File: config.mk
export PLATFORM = sky130hd
export DESIGN_NAME = unidade_controle_flat
export DESIGN_NICKNAME = d
export VERILOG_FILES = /design/src/rtl/unidade_controle_if.sv /design/src/rtl/unidade_controle.sv /design/src/flat_wrapper.sv
export SDC_FILE = /design/constraint.sdc
export NUM_CORES = 1
export LEC_CHECK = 0
export ABC_AREA = 1
export CORE_MARGIN = 1
export CORE_UTILIZATION = 40
export CTS_BUF_LIST = sky130_fd_sc_hd__clkbuf_8 sky130_fd_sc_hd__clkbuf_16
export DETAILED_ROUTE_END_ITERATION = 12
export PLACE_DENSITY = 0.88
export SYNTH_ARGS = -nofsm -noshare
export SYNTH_HDL_FRONTEND = slang
export SYNTH_SLANG_ARGS = --single-unit
File: constraint.sdc
create_clock -name clock -period 2 [get_ports clock]
set_input_delay 0.6 -clock clock [delete_from_list [all_inputs] [get_ports clock]]
set_output_delay 0.6 -clock clock [all_outputs]
set_load 0.02 [all_outputs]
File: src/rtl/unidade_controle_if.sv
// Control/condition bundle between unidade_controle and the fluxo_dados datapath.
// The controller side (master) drives every datapath control and the game flags;
// the datapath/top-level side (slave) drives the condition signals and iniciar.
interface unidade_controle_if;
   // requests and datapath conditions
   logic       iniciar;
   logic       jogada_feita;
   logic       jogada_correta;
   logic       enderecoIgualRodada;
   logic       fimCR;
   logic       fimTF;
   logic       fimTempo;

   // datapath controls
   logic       zeraR;
   logic       registraR;
   logic       zeraC;
   logic       contaC;
   logic       zeraCR;
   logic       contaCR;
   logic       zeraTempo;
   logic       contaTempo;
   logic       zeraTM;
   logic       contaTM;
   logic       ativa_leds_mem;
   logic       ativa_leds_jog;
   logic       toca;
   logic       gravaM;

   // game status
   logic       pronto;
   logic       ganhou;
   logic       perdeu;
   logic       timeout;
   logic [4:0] db_estado;

   modport master (
      input  iniciar, jogada_feita, jogada_correta, enderecoIgualRodada,
             fimCR, fimTF, fimTempo,
      output zeraR, registraR, zeraC, contaC, zeraCR, contaCR,
             zeraTempo, contaTempo, zeraTM, contaTM,
             ativa_leds_mem, ativa_leds_jog, toca, gravaM,
             pronto, ganhou, perdeu, timeout, db_estado
   );

   modport slave (
      output iniciar, jogada_feita, jogada_correta, enderecoIgualRodada,
             fimCR, fimTF, fimTempo,
      input  zeraR, registraR, zeraC, contaC, zeraCR, contaCR,
             zeraTempo, contaTempo, zeraTM, contaTM,
             ativa_leds_mem, ativa_leds_jog, toca, gravaM,
             pronto, ganhou, perdeu, timeout, db_estado
   );
endinterface

File: src/rtl/unidade_controle.sv
// Moore sequencer for the "follow-me" piano game. Each round replays the
// stored notes up to the current round, then checks the player's notes one
// by one with a per-note timeout; optionally appends one new player note.
//
// state                 | meaning
// ----------------------+----------------------------------------------------
// 00h INICIAL           | idle, waiting for iniciar
// 01h PREPARACAO        | clear play register, counters and timers
// 02h MOSTRA            | show/play memory note at current address
// 03h AVALIA_MOSTRA     | last note of this round shown?
// 04h INCREMENTA_MOSTRA | advance to next note to show
// 05h INICIA_JOGADA     | rewind address, restart timers for the player
// 06h ESPERA_JOGADA     | wait for a press, 5 s timeout running
// 07h REGISTRA          | capture the pressed note
// 08h FEEDBACK          | echo the pressed note on LEDs/buzzer
// 09h COMPARA           | judge the note against memory
// 0Ah PROXIMA_JOGADA    | next note of the same round
// 0Bh PROXIMA_RODADA    | round won, advance round counter
// 0Ch GANHOU            | game won (held until iniciar)
// 0Dh ERROU             | wrong note (held until iniciar)
// 0Eh TIMEOUT           | no press in time (held until iniciar)
// 10h ESPERA_NOVA       | wait for the new note to append
// 11h REINICIA_MOSTRA   | rewind for the next replay
// 12h GRAVA             | write the new note into memory
// 13h FEEDBACK_NOVA     | echo the new note
module unidade_controle #(
   parameter bit GRAVA_NOVA = 1'b1
) (
   input logic               clock,
   input logic               reset,
   unidade_controle_if.master ctrl
);

   typedef enum logic [4:0] {
      INICIAL           = 5'h00,
      PREPARACAO        = 5'h01,
      MOSTRA            = 5'h02,
      AVALIA_MOSTRA     = 5'h03,
      INCREMENTA_MOSTRA = 5'h04,
      INICIA_JOGADA     = 5'h05,
      ESPERA_JOGADA     = 5'h06,
      REGISTRA          = 5'h07,
      FEEDBACK          = 5'h08,
      COMPARA           = 5'h09,
      PROXIMA_JOGADA    = 5'h0A,
      PROXIMA_RODADA    = 5'h0B,
      FIM_GANHOU        = 5'h0C,
      FIM_ERROU         = 5'h0D,
      FIM_TIMEOUT       = 5'h0E,
      ESPERA_NOVA       = 5'h10,
      REINICIA_MOSTRA   = 5'h11,
      GRAVA             = 5'h12,
      FEEDBACK_NOVA     = 5'h13
   } estadoT;

   estadoT estadoAtual;
   estadoT proximoEstado;

   // state register, asynchronous active-low reset back to idle
   always_ff @(posedge clock or negedge reset) begin
      if (!reset) begin
         estadoAtual <= INICIAL;
      end else begin
         estadoAtual <= proximoEstado;
      end
   end

   // next-state logic and Moore output decode
   always_comb begin
      proximoEstado       = estadoAtual;
      ctrl.zeraR          = 1'b0;
      ctrl.registraR      = 1'b0;
      ctrl.zeraC          = 1'b0;
      ctrl.contaC         = 1'b0;
      ctrl.zeraCR         = 1'b0;
      ctrl.contaCR        = 1'b0;
      ctrl.zeraTempo      = 1'b0;
      ctrl.contaTempo     = 1'b0;
      ctrl.zeraTM         = 1'b0;
      ctrl.contaTM        = 1'b0;
      ctrl.ativa_leds_mem = 1'b0;
      ctrl.ativa_leds_jog = 1'b0;
      ctrl.toca           = 1'b0;
      ctrl.gravaM         = 1'b0;
      ctrl.pronto         = 1'b0;
      ctrl.ganhou         = 1'b0;
      ctrl.perdeu         = 1'b0;
      ctrl.timeout        = 1'b0;

      case (estadoAtual)
         INICIAL: begin
            if (ctrl.iniciar) begin
               proximoEstado = PREPARACAO;
            end
         end

         PREPARACAO: begin
            ctrl.zeraR     = 1'b1;
            ctrl.zeraC     = 1'b1;
            ctrl.zeraCR    = 1'b1;
            ctrl.zeraTempo = 1'b1;
            ctrl.zeraTM    = 1'b1;
            proximoEstado  = MOSTRA;
         end

         MOSTRA: begin
            ctrl.ativa_leds_mem = 1'b1;
            ctrl.toca           = 1'b1;
            ctrl.contaTM        = 1'b1;
            if (ctrl.fimTF) begin
               proximoEstado = AVALIA_MOSTRA;
            end
         end

         AVALIA_MOSTRA: begin
            ctrl.zeraTM = 1'b1;
            if (ctrl.enderecoIgualRodada) begin
               proximoEstado = INICIA_JOGADA;
            end else begin
               proximoEstado = INCREMENTA_MOSTRA;
            end
         end

         INCREMENTA_MOSTRA: begin
            ctrl.contaC   = 1'b1;
            proximoEstado = MOSTRA;
         end

         INICIA_JOGADA: begin
            ctrl.zeraC     = 1'b1;
            ctrl.zeraTempo = 1'b1;
            ctrl.zeraTM    = 1'b1;
            proximoEstado  = ESPERA_JOGADA;
         end

         // a press in the same cycle as the timeout still counts as a play
         ESPERA_JOGADA: begin
            ctrl.contaTempo = 1'b1;
            if (ctrl.jogada_feita) begin
               proximoEstado = REGISTRA;
            end else if (ctrl.fimTempo) begin
               proximoEstado = FIM_TIMEOUT;
            end
         end

         REGISTRA: begin
            ctrl.registraR = 1'b1;
            proximoEstado  = FEEDBACK;
         end

         FEEDBACK: begin
            ctrl.ativa_leds_jog = 1'b1;
            ctrl.toca           = 1'b1;
            ctrl.contaTM        = 1'b1;
            if (ctrl.fimTF) begin
               proximoEstado = COMPARA;
            end
         end

         // a wrong note loses even on the last note of the last round
         COMPARA: begin
            ctrl.zeraTM = 1'b1;
            if (!ctrl.jogada_correta) begin
               proximoEstado = FIM_ERROU;
            end else if (!ctrl.enderecoIgualRodada) begin
               proximoEstado = PROXIMA_JOGADA;
            end else if (ctrl.fimCR) begin
               proximoEstado = FIM_GANHOU;
            end else begin
               proximoEstado = PROXIMA_RODADA;
            end
         end

         PROXIMA_JOGADA: begin
            ctrl.contaC    = 1'b1;
            ctrl.zeraTempo = 1'b1;
            proximoEstado  = ESPERA_JOGADA;
         end

         // address steps with the round so the new note lands at index round+1
         PROXIMA_RODADA: begin
            ctrl.contaCR   = 1'b1;
            ctrl.contaC    = 1'b1;
            ctrl.zeraTempo = 1'b1;
            if (GRAVA_NOVA) begin
               proximoEstado = ESPERA_NOVA;
            end else begin
               proximoEstado = REINICIA_MOSTRA;
            end
         end

         ESPERA_NOVA: begin
            ctrl.contaTempo = 1'b1;
            if (ctrl.jogada_feita) begin
               proximoEstado = GRAVA;
            end else if (ctrl.fimTempo) begin
               proximoEstado = FIM_TIMEOUT;
            end
         end

         GRAVA: begin
            ctrl.registraR = 1'b1;
            ctrl.gravaM    = 1'b1;
            proximoEstado  = FEEDBACK_NOVA;
         end

         FEEDBACK_NOVA: begin
            ctrl.ativa_leds_jog = 1'b1;
            ctrl.toca           = 1'b1;
            ctrl.contaTM        = 1'b1;
            if (ctrl.fimTF) begin
               proximoEstado = REINICIA_MOSTRA;
            end
         end

         REINICIA_MOSTRA: begin
            ctrl.zeraC     = 1'b1;
            ctrl.zeraTM    = 1'b1;
            ctrl.zeraTempo = 1'b1;
            proximoEstado  = MOSTRA;
         end

         FIM_GANHOU: begin
            ctrl.pronto = 1'b1;
            ctrl.ganhou = 1'b1;
            if (ctrl.iniciar) begin
               proximoEstado = PREPARACAO;
            end
         end

         FIM_ERROU: begin
            ctrl.pronto = 1'b1;
            ctrl.perdeu = 1'b1;
            if (ctrl.iniciar) begin
               proximoEstado = PREPARACAO;
            end
         end

         FIM_TIMEOUT: begin
            ctrl.pronto  = 1'b1;
            ctrl.perdeu  = 1'b1;
            ctrl.timeout = 1'b1;
            if (ctrl.iniciar) begin
               proximoEstado = PREPARACAO;
            end
         end

         default: begin
            proximoEstado = INICIAL;
         end
      endcase
   end

   assign ctrl.db_estado = estadoAtual;

endmodule

File: src/flat_wrapper.sv
// flat-port wrapper written by rule: the top's interface ports become plain ports
module unidade_controle_flat 
#(
   parameter bit GRAVA_NOVA = 1'b1
)
  (clock, reset, ctrl_iniciar, ctrl_jogada_feita, ctrl_jogada_correta, ctrl_enderecoIgualRodada, ctrl_fimCR, ctrl_fimTF, ctrl_fimTempo, ctrl_zeraR, ctrl_registraR, ctrl_zeraC, ctrl_contaC, ctrl_zeraCR, ctrl_contaCR, ctrl_zeraTempo, ctrl_contaTempo, ctrl_zeraTM, ctrl_contaTM, ctrl_ativa_leds_mem, ctrl_ativa_leds_jog, ctrl_toca, ctrl_gravaM, ctrl_pronto, ctrl_ganhou, ctrl_perdeu, ctrl_timeout, ctrl_db_estado);
  unidade_controle_if ctrl_i ();
  input logic clock;
  input logic reset;
  input wire logic [$bits(ctrl_i.iniciar)-1:0] ctrl_iniciar;
  input wire logic [$bits(ctrl_i.jogada_feita)-1:0] ctrl_jogada_feita;
  input wire logic [$bits(ctrl_i.jogada_correta)-1:0] ctrl_jogada_correta;
  input wire logic [$bits(ctrl_i.enderecoIgualRodada)-1:0] ctrl_enderecoIgualRodada;
  input wire logic [$bits(ctrl_i.fimCR)-1:0] ctrl_fimCR;
  input wire logic [$bits(ctrl_i.fimTF)-1:0] ctrl_fimTF;
  input wire logic [$bits(ctrl_i.fimTempo)-1:0] ctrl_fimTempo;
  output wire logic [$bits(ctrl_i.zeraR)-1:0] ctrl_zeraR;
  output wire logic [$bits(ctrl_i.registraR)-1:0] ctrl_registraR;
  output wire logic [$bits(ctrl_i.zeraC)-1:0] ctrl_zeraC;
  output wire logic [$bits(ctrl_i.contaC)-1:0] ctrl_contaC;
  output wire logic [$bits(ctrl_i.zeraCR)-1:0] ctrl_zeraCR;
  output wire logic [$bits(ctrl_i.contaCR)-1:0] ctrl_contaCR;
  output wire logic [$bits(ctrl_i.zeraTempo)-1:0] ctrl_zeraTempo;
  output wire logic [$bits(ctrl_i.contaTempo)-1:0] ctrl_contaTempo;
  output wire logic [$bits(ctrl_i.zeraTM)-1:0] ctrl_zeraTM;
  output wire logic [$bits(ctrl_i.contaTM)-1:0] ctrl_contaTM;
  output wire logic [$bits(ctrl_i.ativa_leds_mem)-1:0] ctrl_ativa_leds_mem;
  output wire logic [$bits(ctrl_i.ativa_leds_jog)-1:0] ctrl_ativa_leds_jog;
  output wire logic [$bits(ctrl_i.toca)-1:0] ctrl_toca;
  output wire logic [$bits(ctrl_i.gravaM)-1:0] ctrl_gravaM;
  output wire logic [$bits(ctrl_i.pronto)-1:0] ctrl_pronto;
  output wire logic [$bits(ctrl_i.ganhou)-1:0] ctrl_ganhou;
  output wire logic [$bits(ctrl_i.perdeu)-1:0] ctrl_perdeu;
  output wire logic [$bits(ctrl_i.timeout)-1:0] ctrl_timeout;
  output wire logic [$bits(ctrl_i.db_estado)-1:0] ctrl_db_estado;
  assign ctrl_i.iniciar = ctrl_iniciar;
  assign ctrl_i.jogada_feita = ctrl_jogada_feita;
  assign ctrl_i.jogada_correta = ctrl_jogada_correta;
  assign ctrl_i.enderecoIgualRodada = ctrl_enderecoIgualRodada;
  assign ctrl_i.fimCR = ctrl_fimCR;
  assign ctrl_i.fimTF = ctrl_fimTF;
  assign ctrl_i.fimTempo = ctrl_fimTempo;
  assign ctrl_zeraR = ctrl_i.zeraR;
  assign ctrl_registraR = ctrl_i.registraR;
  assign ctrl_zeraC = ctrl_i.zeraC;
  assign ctrl_contaC = ctrl_i.contaC;
  assign ctrl_zeraCR = ctrl_i.zeraCR;
  assign ctrl_contaCR = ctrl_i.contaCR;
  assign ctrl_zeraTempo = ctrl_i.zeraTempo;
  assign ctrl_contaTempo = ctrl_i.contaTempo;
  assign ctrl_zeraTM = ctrl_i.zeraTM;
  assign ctrl_contaTM = ctrl_i.contaTM;
  assign ctrl_ativa_leds_mem = ctrl_i.ativa_leds_mem;
  assign ctrl_ativa_leds_jog = ctrl_i.ativa_leds_jog;
  assign ctrl_toca = ctrl_i.toca;
  assign ctrl_gravaM = ctrl_i.gravaM;
  assign ctrl_pronto = ctrl_i.pronto;
  assign ctrl_ganhou = ctrl_i.ganhou;
  assign ctrl_perdeu = ctrl_i.perdeu;
  assign ctrl_timeout = ctrl_i.timeout;
  assign ctrl_db_estado = ctrl_i.db_estado;
  unidade_controle #(.GRAVA_NOVA(GRAVA_NOVA)) u_core (.clock(clock), .reset(reset), .ctrl(ctrl_i));
endmodule
==> results.json, run 1 <==
{
  "synthAdderAreaFrac_pct": 0,
  "error_line": "[ERROR DPL-0038] Utilization greater than 100%, impossible to legalize",
  "synth_area_um2": 707,
  "synth-seq-cells": 5,
  "synthCells": 123,
  "cts_sinks": 5,
  "syn_area_per_cell_um2": 5.75,
  "start_util_pct": 44.8,
  "numCtsBuffers": 3,
  "port_buffers": 31,
  "synth_top_family_by_area": "simple AND/OR/NAND/NOR gates",
  "htree_levels": 1,
  "gp_congestion": 0.929,
  "io-pin-count": 32,
  "yosys-top-cells-area": "nand2_1, dfrtp_1, nand3_1",
  "outcome": "stopped before the end",
  "hold_buffers": 0,
  "synth_xor_area_share_pct": 0,
  "synth_top_area_cell": "nand2_1",
  "yosys_warnings": 0,
  "worst_endpoint_kind": "output port",
  "stop_stage": "global routing",
  "die_w_um": 44.0,
  "dp_cells": 205,
  "die_height_um": 44.0,
  "clk_path_buf_depth": 2,
  "synthMuxAreaShare_pct": 0,
  "grt_start_max_net_pins": 9,
  "hpwl_um": 2210,
  "synth-simple-area-share_pct": 61.4,
  "cts_root_buf": "clkbuf_8",
  "ys_seq_area_share_pct": 17.7,
  "syn_nets": 132,
  "rows": 14,
  "yosysTopAreaCellShare_pct": 20.2,
  "synth_compound_area_share_pct": 8.14,
  "crit_endpoint": "ctrl_contaTM",
  "ys_types": 21
}
## per-stage QoR
stage | hold slack, ns | util (%) | TNS (ns) | setup slack (ns) | cell area (µm²)
2_1_floorplan | 0.304 | - | 0 | 0.0103 | 712
3_3_place_gp | 0.654 | 82.8 | -3.49 | -0.260 | 1310
3_5_place_dp | 0.672 | 82.8 | -4.50 | -0.336 | 1310
4_1_cts | 0.585 | 93.3 | 0 | 0.000645 | 1470
## cells in the mapped netlist
| cell type | number |
|---|---|
| nand3b_1 | 1 |
| o21ai_2 | 1 |
| nor2_2 | 4 |
| dfrtp_1 | 5 |
| nor2_1 | 16 |
| o22ai_1 | 1 |
| inv_2 | 4 |
| o221ai_1 | 1 |
| o21ai_0 | 2 |
| nand2_1 | 38 |
| nand3_2 | 3 |
| nand2_2 | 4 |
| nor2_4 | 3 |
| nand4_1 | 2 |
| buf_4 | 3 |
| nand3_1 | 16 |
| a21oi_1 | 2 |
| inv_1 | 14 |
| nand3_4 | 1 |
| o21ai_1 | 1 |
| a21oi_2 | 1 |
## logic make-up after synthesis
logic type             count (synthesis)
AOI/OAI and AO/OA                      9
buffers and inverters                 21
and+or+nand+nor                       88
DFF                                    5
## timing repair
action	CTS
setup buffers	14
endpoints found under the hold margin	0
setup endpoints to repair	23
pin swaps	5
gates resized for setup	108
==> inputs of run 2 (changes only) <==
--- a/config.mk
+++ b/config.mk
@@ -6,11 +6,10 @@
 export NUM_CORES = 1
 export LEC_CHECK = 0
 export ABC_AREA = 1
-export CORE_MARGIN = 1
-export CORE_UTILIZATION = 40
-export CTS_BUF_LIST = sky130_fd_sc_hd__clkbuf_8 sky130_fd_sc_hd__clkbuf_16
+export CORE_AREA = 2 2 63 65
 export DETAILED_ROUTE_END_ITERATION = 12
-export PLACE_DENSITY = 0.88
+export DIE_AREA = 0 0 65 67
+export PLACE_DENSITY_LB_ADDON = 0.15
 export SYNTH_ARGS = -nofsm -noshare
 export SYNTH_HDL_FRONTEND = slang
 export SYNTH_SLANG_ARGS = --single-unit
==> run 2 against run 1 <==
- the flow now finishes, with violations (negative setup slack)
- synthesized cell count stayed put
- synthesized area stayed put
==> results.json, run 2 <==
{
  "synth_area_um2": 707,
  "use_met3_pct": 2.70,
  "drv_cap": 0,
  "cts_root_buf": "clkbuf_8",
  "fin_skew_ns": 0.00172,
  "hold_violations": 0,
  "synthCells": 123,
  "grt.busiest_layer": "met2",
  "drive_gt1_share_pct": 48.7,
  "area_growth_pct": 97.9,
  "crit_chain": "nor2_4, buf_4, buf_6, nand2_2, nand3_4, buf_4",
  "crit_fanout": 5,
  "hold_buffers": 0,
  "route.detailed.drc": 0,
  "synth_flop_cell": "dfrtp_1",
  "cpMostUsedCell": "buf_4",
  "setup_ws_ns": -0.0144,
  "yosys_warnings": 0,
  "fmax_mhz": 496,
  "postRouteWirelength_um": 2690,
  "p_per_area_nw_per_um2": 1670,
  "cp.arrival_ns": 1.41,
  "grt_setup_unrepaired": "yes",
  "clk_latency_ns": 0.22,
  "nFillCells": 412,
  "max_stage_delay_ns": 0.44,
  "port_buffers": 31,
  "grt_start_max_net_pins": 9,
  "gp_congestion": 0.800,
  "syn_nets": 132,
  "start_util_pct": 19.6,
  "outcome": "complete, but fails checks",
  "fin_crit_sh_pct": 101,
  "path_class": "reg -> out",
  "r2r_cells": 10,
  "hold-worst-slack_ns": 0.571,
  "p_leak_nw": 0.792,
  "power.total_w": 0.00234,
  "final_cell_mix": "buf_4, nand2_1, inv_1, nand3_1, nor2_1",
  "die_height_um": 67,
  "maxSlewViolCount": 0,
  "yosys-top-cells-area": "nand2_1, dfrtp_1, nand3_1",
  "async_reset_ff_share_pct": 100,
  "numCtsBuffers": 3,
  "vias_per_cell": 4.32,
  "hpwl_um": 2230,
  "core_um2": 3610,
  "antenna_found_initial": 0,
  "via_count": 1040,
  "layout_commonest_cell": "buf_4",
  "cp.required_ns": 1.40,
  "worstSetupStartpointType": "flip-flop",
  "layout.nets": 203,
  "io-pin-count": 32,
  "yosysTopAreaCellShare_pct": 20.2,
  "max_slew.worst_pin.slew_ns": 0.249,
  "hold_path.class": "reg -> reg",
  "wl_per_cell_um": 11.1,
  "holdPathStages": 2,
  "largest_reg_flops": 5,
  "synth_edf_count": 0,
  "synth_top_area_cell": "nand2_1",
  "ir_drop_mv": 0.787,
  "min_period_ns": 2.01,
  "clk_path_buf_depth": 2,
  "grt_pass1_wl_um": 4400,
  "end_kind": "primary output",
  "setup_viol": 1,
  "use_met2_pct": 21.5,
  "cts_tree": "built",
  "grt_overflow": 0,
  "n_antenna_cell": 0,
  "synth_most_common_cell": "nand2_1",
  "setup_tns_ns": -0.0144,
  "synth_common_cells": "nand2_1, nand3_1, nor2_1, inv_1, dfrtp_1",
  "grt_use_met1_pct": 17.8,
  "htree_levels": 1,
  "antenna_left": 0,
  "critPathSlowestCell": "dfrtp_2",
  "die_area_um2": 4360,
  "ys_types": 21,
  "drt_iter0_drc": 38,
  "synth-seq-cells": 5,
  "die_w_um": 65,
  "violations": "negative setup slack",
  "clkTransAtPathRegs_ns": 0.04,
  "syn_area_per_cell_um2": 5.75,
  "grt_pass1_vias": 941,
  "cts_sinks": 5,
  "slew_headroom_pct": 83.3,
  "dr.pass1.iters": 4,
  "rows": 22,
  "ys_seq_area_share_pct": 17.7,
  "grtUsageTotal_pct": 13.4
}
==> run 2: cell counts after synthesis <==
Identical to the previous run, type by type.
==> run 2: per-layer routing <==
layer	up-vias	part of all wire [%]
li1	530	-
met2	37	48
met1	469	45
met3	4	6.9
met5	-	0
met4	0	0.63
==> run 2: final timing paths <==
check                                              start  slack (ns)                       end
worst max-delay path            u_core.ctrl.db_estado[3]       -0.01              ctrl_contaTM
worst min-delay path            u_core.ctrl.db_estado[0]        0.57  u_core.ctrl.db_estado[0]
worst max register to register  u_core.ctrl.db_estado[1]        0.49  u_core.ctrl.db_estado[2]
worst min register to register  u_core.ctrl.db_estado[0]        0.57  u_core.ctrl.db_estado[0]
max in group asynchronous                          reset        1.18  u_core.ctrl.db_estado[1]
min in group asynchronous                          reset        0.61  u_core.ctrl.db_estado[3]
==> run 2: worst max-delay path: cells and delay by family (launching register included) <==
family / cells / cell delay [ns]
DFF: 1 / 0.44
buffers and inverters: 3 / 0.38
and+or+nand+nor: 3 / 0.37
==> run 2: final cells by class <==
type	instances	area, µm²	area share [%]
well taps	48	60.1	4.29
clock buffers	4	45.0	3.22
multi-input cells	97	552	39.4
repair buffers	69	543	38.8
flip-flops and latches	5	131	9.39
inverters	18	67.6	4.83
==> run 2: per-stage QoR <==
stage / instances / worst slack [ns] / instance area [µm²] / utilization, %
after floorplan: 123 / 0.0103 / 712 / -
after detailed placement: 232 / -0.312 / 1310 / 36.3
final: 241 / -0.0144 / 1400 / 38.8
after CTS: 238 / -0.0221 / 1330 / 36.9
after global routing: 241 / -0.0900 / 1400 / 38.8
after global placement: 232 / -0.285 / 1310 / 36.3
==> run 2: cells by family after synthesis <==
| family | after synthesis | share of synthesized area [%] |
|---|---|---|
| buffers and inverters | 21 | 12.7 |
| and+or+nand+nor | 88 | 61.4 |
| DFF | 5 | 17.7 |
| AOI/OAI and AO/OA | 9 | 8.14 |
==> run 2: where the power goes <==
group	total, W	leakage [nW]	internal [W]	switching, W
clock network	0.000183	0.0228	0.000137	0.0000462
registers	0.000243	0.0579	0.000156	0.0000862
logic	0.00191	0.712	0.000870	0.00104
total	0.00234	0.792	0.00116	0.00118
==> run 2: timing repair <==
| action | 4_1_cts | 5_1_grt |
|---|---|---|
| gates cloned | 0 | 0 |
| resized for setup | 82 | 20 |
| setup endpoints to repair | 23 | 19 |
| pin swaps | 2 | 2 |
| buffers inserted | 2 | 3 |
(Power assumes the default switching activity.)
